===== config.mk =====
export PLATFORM = sky130hd
export DESIGN_NAME = ws2812_chain_driver
export DESIGN_NICKNAME = d
export VERILOG_FILES = /design/src/rtl/ws2812_chain_driver.sv
export SDC_FILE = /design/constraint.sdc
export NUM_CORES = 1
export LEC_CHECK = 0
export BUFFER_PORTS_ARGS = -buffer_cell sky130_fd_sc_hd__buf_4
export CAP_MARGIN = 10
export CELL_PAD_IN_SITES_DETAIL_PLACEMENT = 0
export CELL_PAD_IN_SITES_GLOBAL_PLACEMENT = 2
export CORE_UTILIZATION = 49
export CTS_CLUSTER_SIZE = 25
export DETAILED_ROUTE_END_ITERATION = 16
export GPL_TIMING_DRIVEN = 0
export PLACE_DENSITY_LB_ADDON = 0.1
export SYNTH_ARGS = -nofsm -noshare
export SYNTH_HDL_FRONTEND = slang
export SYNTH_SLANG_ARGS = --single-unit
export TNS_END_PERCENT = 1

===== constraint.sdc =====
create_clock -name clk -period 5.3 [get_ports clk]
set_input_delay 0.795 -clock clk [delete_from_list [all_inputs] [get_ports clk]]
set_output_delay 0.795 -clock clk [all_outputs]
set_load 0.03 [all_outputs]

===== src/rtl/ws2812_chain_driver.sv =====
// WS2812 chain driver: per-LED GRB colour file, serialised MSB-first on each
// refresh, followed by a latch gap. Outputs are registered one cycle behind the FSM.
module ws2812_chain_driver #(
    parameter int NUM_LEDS = 8,
    parameter int T0H      = 20,
    parameter int T1H      = 40,
    parameter int TBIT     = 63,
    parameter int TRESET   = 3000,
    localparam int AW      = (NUM_LEDS > 1) ? $clog2(NUM_LEDS) : 1
) (
    input  logic          clk,
    input  logic          rst_n,
    input  logic          wr_en,
    input  logic [AW-1:0] wr_addr,
    input  logic [23:0]   wr_color,
    input  logic          refresh,
    output logic          busy,
    output logic          done,
    output logic          led_data_out
);

    localparam int CW = (TBIT > 1) ? $clog2(TBIT) : 1;
    localparam int LW = (TRESET > 1) ? $clog2(TRESET) : 1;

    typedef enum logic [1:0] {
        ST_IDLE  = 2'd0,
        ST_SEND  = 2'd1,
        ST_LATCH = 2'd2
    } state_t;

    state_t        state_q;
    logic [CW-1:0] bit_cnt_q;
    logic [4:0]    bit_idx_q;
    logic [AW-1:0] led_idx_q;
    logic [LW-1:0] latch_cnt_q;
    logic [23:0]   shift_q;
    logic          pend_q;
    logic          fin_q;
    logic          busy_q;
    logic          done_q;
    logic          led_q;
    logic [23:0]   mem_q [NUM_LEDS];

    logic          wr_ok_d;
    logic          bit_hi_d;
    logic          bit_end_d;
    logic          last_led_d;
    logic [AW-1:0] next_idx_d;

    assign wr_ok_d    = wr_en && (32'(wr_addr) < 32'(NUM_LEDS));
    assign bit_hi_d   = bit_cnt_q < (shift_q[23] ? CW'(T1H) : CW'(T0H));
    assign bit_end_d  = (bit_cnt_q == CW'(TBIT - 1));
    assign last_led_d = (led_idx_q == AW'(NUM_LEDS - 1));
    assign next_idx_d = led_idx_q + AW'(1);

    // Out-of-range addresses are dropped; writes are accepted in every state.
    always_ff @(posedge clk or negedge rst_n) begin
        if (!rst_n) begin
            for (int i = 0; i < NUM_LEDS; i++) begin
                mem_q[i] <= '0;
            end
        end else if (wr_ok_d) begin
            mem_q[wr_addr] <= wr_color;
        end
    end

    always_ff @(posedge clk or negedge rst_n) begin
        if (!rst_n) begin
            state_q     <= ST_IDLE;
            bit_cnt_q   <= '0;
            bit_idx_q   <= '0;
            led_idx_q   <= '0;
            latch_cnt_q <= '0;
            shift_q     <= '0;
            pend_q      <= 1'b0;
            fin_q       <= 1'b0;
            busy_q      <= 1'b0;
            done_q      <= 1'b0;
            led_q       <= 1'b0;
        end else begin
            busy_q <= (state_q != ST_IDLE);
            done_q <= fin_q;
            fin_q  <= 1'b0;
            led_q  <= (state_q == ST_SEND) && bit_hi_d;
            if (refresh) begin
                pend_q <= 1'b1;
            end
            case (state_q)
                ST_IDLE: begin
                    if (refresh || pend_q) begin
                        state_q   <= ST_SEND;
                        pend_q    <= 1'b0;
                        led_idx_q <= '0;
                        bit_idx_q <= 5'd23;
                        bit_cnt_q <= '0;
                        shift_q   <= mem_q[0];
                    end
                end
                ST_SEND: begin
                    if (bit_end_d) begin
                        bit_cnt_q <= '0;
                        if (bit_idx_q == 5'd0) begin
                            if (last_led_d) begin
                                state_q     <= ST_LATCH;
                                latch_cnt_q <= LW'(TRESET - 1);
                            end else begin
                                // Snapshot of the next LED is taken as its first bit starts.
                                led_idx_q <= next_idx_d;
                                shift_q   <= mem_q[next_idx_d];
                                bit_idx_q <= 5'd23;
                            end
                        end else begin
                            bit_idx_q <= bit_idx_q - 5'd1;
                            shift_q   <= {shift_q[22:0], 1'b0};
                        end
                    end else begin
                        bit_cnt_q <= bit_cnt_q + CW'(1);
                    end
                end
                ST_LATCH: begin
                    if (latch_cnt_q == '0) begin
                        state_q <= ST_IDLE;
                        fin_q   <= 1'b1;
                    end else begin
                        latch_cnt_q <= latch_cnt_q - LW'(1);
                    end
                end
                default: state_q <= ST_IDLE;
            endcase
        end
    end

    assign busy         = busy_q;
    assign done         = done_q;
    assign led_data_out = led_q;

endmodule


# ---- Word level (Yosys, flattened, before mapping)
# Index checks and enable logic that the tools add are counted.
# Widths: inputs -> output; s select.
dict set report totals {
  regBits 249
  output_inout_bits 3
  wordCells 96
}
dict set report op_classes {
  addsub 4
  magnitude_cmp 4
  eq_ne 12
  muxes 41
  bitwise_logic 2
  reduce_logical 14
}
# op n
set ops {}
lappend ops {{$bwmux 192} 1}
lappend ops {{$mux 24} 7}
lappend ops {{$bmux 24 s3} 1}
lappend ops {{$demux 24 s3} 1}
lappend ops {{$mux 12} 4}
lappend ops {{$pmux 24 s2} 1}
lappend ops {{$pmux 12 s2} 1}
lappend ops {{$mux 5} 4}
lappend ops {{$mux 6} 3}
lappend ops {{$reduce_and 5->1} 3}
lappend ops {{$logic_not 12->1} 1}
lappend ops {{$mux 3} 4}
lappend ops {{$ne 2x2->1 const B} 6}
lappend ops {{$pmux 6 s2} 1}
lappend ops {{$sub 12x1->12 const B} 1}
lappend ops {{$mux 2} 5}
lappend ops {{$pmux 5 s2} 1}
lappend ops {{$ge 4x4->1 const B} 2}
lappend ops {{$not 3->4} 2}
lappend ops {{$add 6x1->6 const B} 1}
lappend ops {{$eq 6x6->1 const B} 1}
lappend ops {{$lt 6x6->1} 1}
lappend ops {{$pmux 2 s3} 1}
lappend ops {{$pmux 3 s2} 1}
lappend ops {{16 further kinds} 23}

# ---- Longest topological paths before layout
dict set report depth {
  word_depth 9
  mapped_depth 8
}

# ---- Worst setup path before layout
# Ideal clock, no wire load.
dict set report synth_path {
  path_kind {reg-to-reg}
  from {register led_idx_q[0]}
  to {register shift_q[17]}
  setup_ps 129
  arrival_ps 2363
  required_ps 5171
  slack_ps 2808
  path_stages_with_launch 9
  path_buffers 2
  path_cell_list {dfrtp_1 > ha_1 > ha_1 > buf_1 > buf_2 > mux4_2 > mux2_2 > a221oi_1 > a21oi_1}
}
dict set report synth_between {
  elab_chain_len 9
  elab_cells_between_ends 12
  cone_classes {add/sub: 1; eq/ne: 2; mux: 7; bitwise: 1; reduce/logical: 1}
}
# item line_no
set synth_lines {}
lappend synth_lines {{start: declaration} 34} ;# logic [AW-1:0] led_idx_q;
lappend synth_lines {{start signal: assignment} 108} ;# led_idx_q <= next_idx_d;
lappend synth_lines {{$add 3x1->3} 54} ;# assign next_idx_d = led_idx_q + AW'(1);
lappend synth_lines {{$not 3->4 (implied by the code)} 109} ;# shift_q <= mem_q[next_idx_d];
lappend synth_lines {{$bmux 24 s3} 109}
lappend synth_lines {{$mux 24 (implied by the code) (2 in a row)} 109}
lappend synth_lines {{$mux 24} 103} ;# if (last_led_d) begin
lappend synth_lines {{$mux 24} 102} ;# if (bit_idx_q == 5'd0) begin
lappend synth_lines {{$mux 24} 100} ;# if (bit_end_d) begin
lappend synth_lines {{$pmux 24 s2} 88} ;# case (state_q)
lappend synth_lines {{end signal: assignment} 96} ;# shift_q <= mem_q[0];
lappend synth_lines {{end signal: assignment} 109}
lappend synth_lines {{end signal: assignment} 114} ;# shift_q <= {shift_q[22:0], 1'b0};
lappend synth_lines {{end: declaration} 36} ;# logic [23:0] shift_q;
# Several ways; a longest one is shown, not always the timed one. The select of a mux whose other input is x is not followed.
# A chain may end at the register's enable or synchronous reset.

# ---- Worst setup path in the final report
dict set report layout_path {
  from {register led_idx_q[0]}
  to {register shift_q[20]}
}
# The elaborated chain is that of the path after synthesis.

==> reports/qor.yml <==
status:
  status: "completed"
sta:
  setup_viol: 0
  fin_crit_ps: 3240
  hold_viol_final: 0
  relSlewSlack_pct: 29.2
  post-route-period-util_pct: 61.0
  rsz0062_at_grt: "false"
  slew_viol_final: 0
  final.setup.tns_ps: 0
  worstMarginPinSlew_ps: 1060
  max_freq_ghz: 0.309
  finalClockSkew_ps: 6.73
critical_path:
  worstPathMaxFanout: 10
  startpoint: "led_idx_q[0]"
  arrival_ps: 3640
  critPathRequiredTime_ps: 5710
  critPathCaptureType: "flop"
  setup.worst_path.class: "flop to flop"
  worst_r2r_startpoint: "led_idx_q[0]"
  start_kind: "flop"
power:
  static-leakage-power_nw: 5.65
  clockPowerShare_pct: 40.7
  sequentialPowerShare_pct: 47.5
  power_switching_mw: 1.15
  switching_share_pct: 22.7
  power_density_nw_per_um2: 381
  vdd_drop_max_mv: 0.255
  p_int_mw: 3.91
  combPwrFrac_pct: 11.8
clocking:
  numCtsBuffers: 27
  cts.path.max_buffers: 3
  htree_levels: 1
  ctsHoldBuffers: 0
  cts_sinks: 249
  root_buffer: "clkbuf_16"
  clkSlewWorstSetupHoldPaths_ps: 60
  clock_latency_ps: 530
  cts_setup_buffers: 0
  tritoncts: "yes"
  cts.repair.resized: 0
global_route:
  grt_max_degree: 132
  overflow: 0
  grt_usage_pct: 23.7
  antenna_found_initial: 0
  grt_pass1_vias: 7880
  grt_pass1_wl_um: 44200
min_path:
  hold_path_class: "primary input to asynchronous set/reset pin"
routing:
  drtIter0Drc: 376
  ant_nets: 0
  viasPerCell: 5.92
  first_pass_iters: 5
  vias: 7204
  wl_per_cell_um: 22.3
  wl_um: 27100
  drc_errors: 0
final_layout:
  synthToLayoutAreaGrowth_pct: 14.1
  multiInputGateArea_um2: 5100
  diodes: 0
  drive_gt1_share_pct: 42.0
  fillers: 1932
  finalInstanceArea_um2: 13300
  regArea_um2: 6230
  fin_nets: 917
logic_synthesis:
  syn_area_um2: 11700
  ys_warn_count: 0
  synth_edf_count: 0
  yosysTopAreaCellShare_pct: 53.5
  syn_inst: 817
  ys_seq_area_share_pct: 53.5
  synth_flop_cell: "dfrtp_1"
  synthTopCellsByCount: "dfrtp_1 (249), mux2_2 (217), a21oi_1 (54)"
  synth-seq-cells: 249
  async_flop_share_pct: 100
  yosys.cell_types.count: 56
  yosysMostFrequentCell: "dfrtp_1"
  syn_area_per_cell_um2: 14.3
  synth.area.top_cells: "dfrtp_1 (53%), mux2_2 (21%), mux4_2 (9.3%)"
  synth_nets: 858
  yosys.area.top_type: "dfrtp_1"
floorplan:
  dieArea_um2: 24400
  start_util_pct: 49.8
  pin_count: 34
  die_w_um: 156
  std_cell_rows: 56
  core_area_um2: 23400
  die_h_um: 156
flow_run:
  cap_violations: 0
placed_design:
  place_congestion: 0.819
  io_buffers: 29
  postPlaceCellArea_um2: 12300
  dp_hpwl_um: 18300
-- worst paths after layout --
check / slack (ps) / to / cells past startpoint
max: 2060 / shift_q[20] / 8
min: 300 / mem_q[140] / 1
max reg2reg: 2060 / shift_q[20] / 8
min reg2reg: 360 / done / 0
max in group asynchronous: 3840 / mem_q[55] / 2
min in group clk: 360 / done / 0
-- registers in the layout, indices dropped and copies added (netlist names), 2 cells and up --
register     flops
mem_q          192
bit_idx_q        5
state_q          2
led_idx_q        3
latch_cnt_q     12
shift_q         24
bit_cnt_q        6
-- cell families after synthesis --
group                    count (synthesis)  share of synthesized area, %
flip-flops                             249                          53.5
AO/OA/AOI/OAI                          109                          6.05
buffers and inverters                   69                          2.77
adder cells (fa/ha/maj)                 10                          1.07
multiplexers                           270                          30.7
AND/OR/NAND/NOR                        106                          5.69
XOR/XNOR                                 4                         0.301
-- per-layer routing --
metal | track usage [%] | share of wire, % | vias to the layer above
li1 | - | - | 3224
met1 | 31.5 | 43 | 3784
met2 | 40.6 | 50 | 151
met3 | 3.54 | 3.8 | 45
met4 | 6.30 | 2.4 | 0
met5 | 0 | 0 | -
-- metrics by stage --
step	hold WS (ps)	cells	utilization, %	setup slack (ps)	power [mW]
after floorplan	331	817	-	2810	2.82
after global placement	334	1165	52.4	1610	2.97
after detailed placement	336	1166	52.6	2060	3.04
after CTS	354	1216	56.8	2050	5.12
after global routing	362	1216	56.8	1960	5.28
final	295	1216	56.8	2060	5.06
-- critical path: stages (launching register included) --
cell      delay (ps)
dfrtp_1          400
ha_1             210
ha_1             330
buf_1            620
buf_2            460
mux4_2           360
mux2_2           300
a221oi_1         300
a21oi_1          110
-- power by group through the flow --
| stage | clock, mW | combinational [mW] | sequential [mW] |
|---|---|---|---|
| finish | 2.06 | 0.598 | 2.40 |
| floorplan | 0 | 0.458 | 2.36 |
| CTS | 2.11 | 0.610 | 2.40 |
| detailed placement | 0 | 0.607 | 2.44 |
| global placement | 0 | 0.570 | 2.40 |
| global route | 2.19 | 0.653 | 2.44 |
-- cells in the final DEF (no fill, tap or decap), types with 17 or more instances in the layout --
master,Yosys,layout
mux4_2,48,48
mux2_2,217,217
clkbuf_16,0,27
dfrtp_1,249,249
nor2_1,17,17
a21oi_1,54,54
buf_4,1,29
clkbuf_1,35,37
a221oi_1,22,22
and3_1,27,27
-- cell type report --
cell class / instances / share of cell area (%)
sequential: 249 / 46.9
buffer: 58 / 2.12
tap: 319 / 3.00
clock buffer: 34 / 5.66
multi-input combinational: 499 / 38.4
timing repair buffer: 30 / 1.90
clock inverter: 16 / 1.76
inverter: 11 / 0.311
Note: power is estimated with default switching activity, not from simulation.
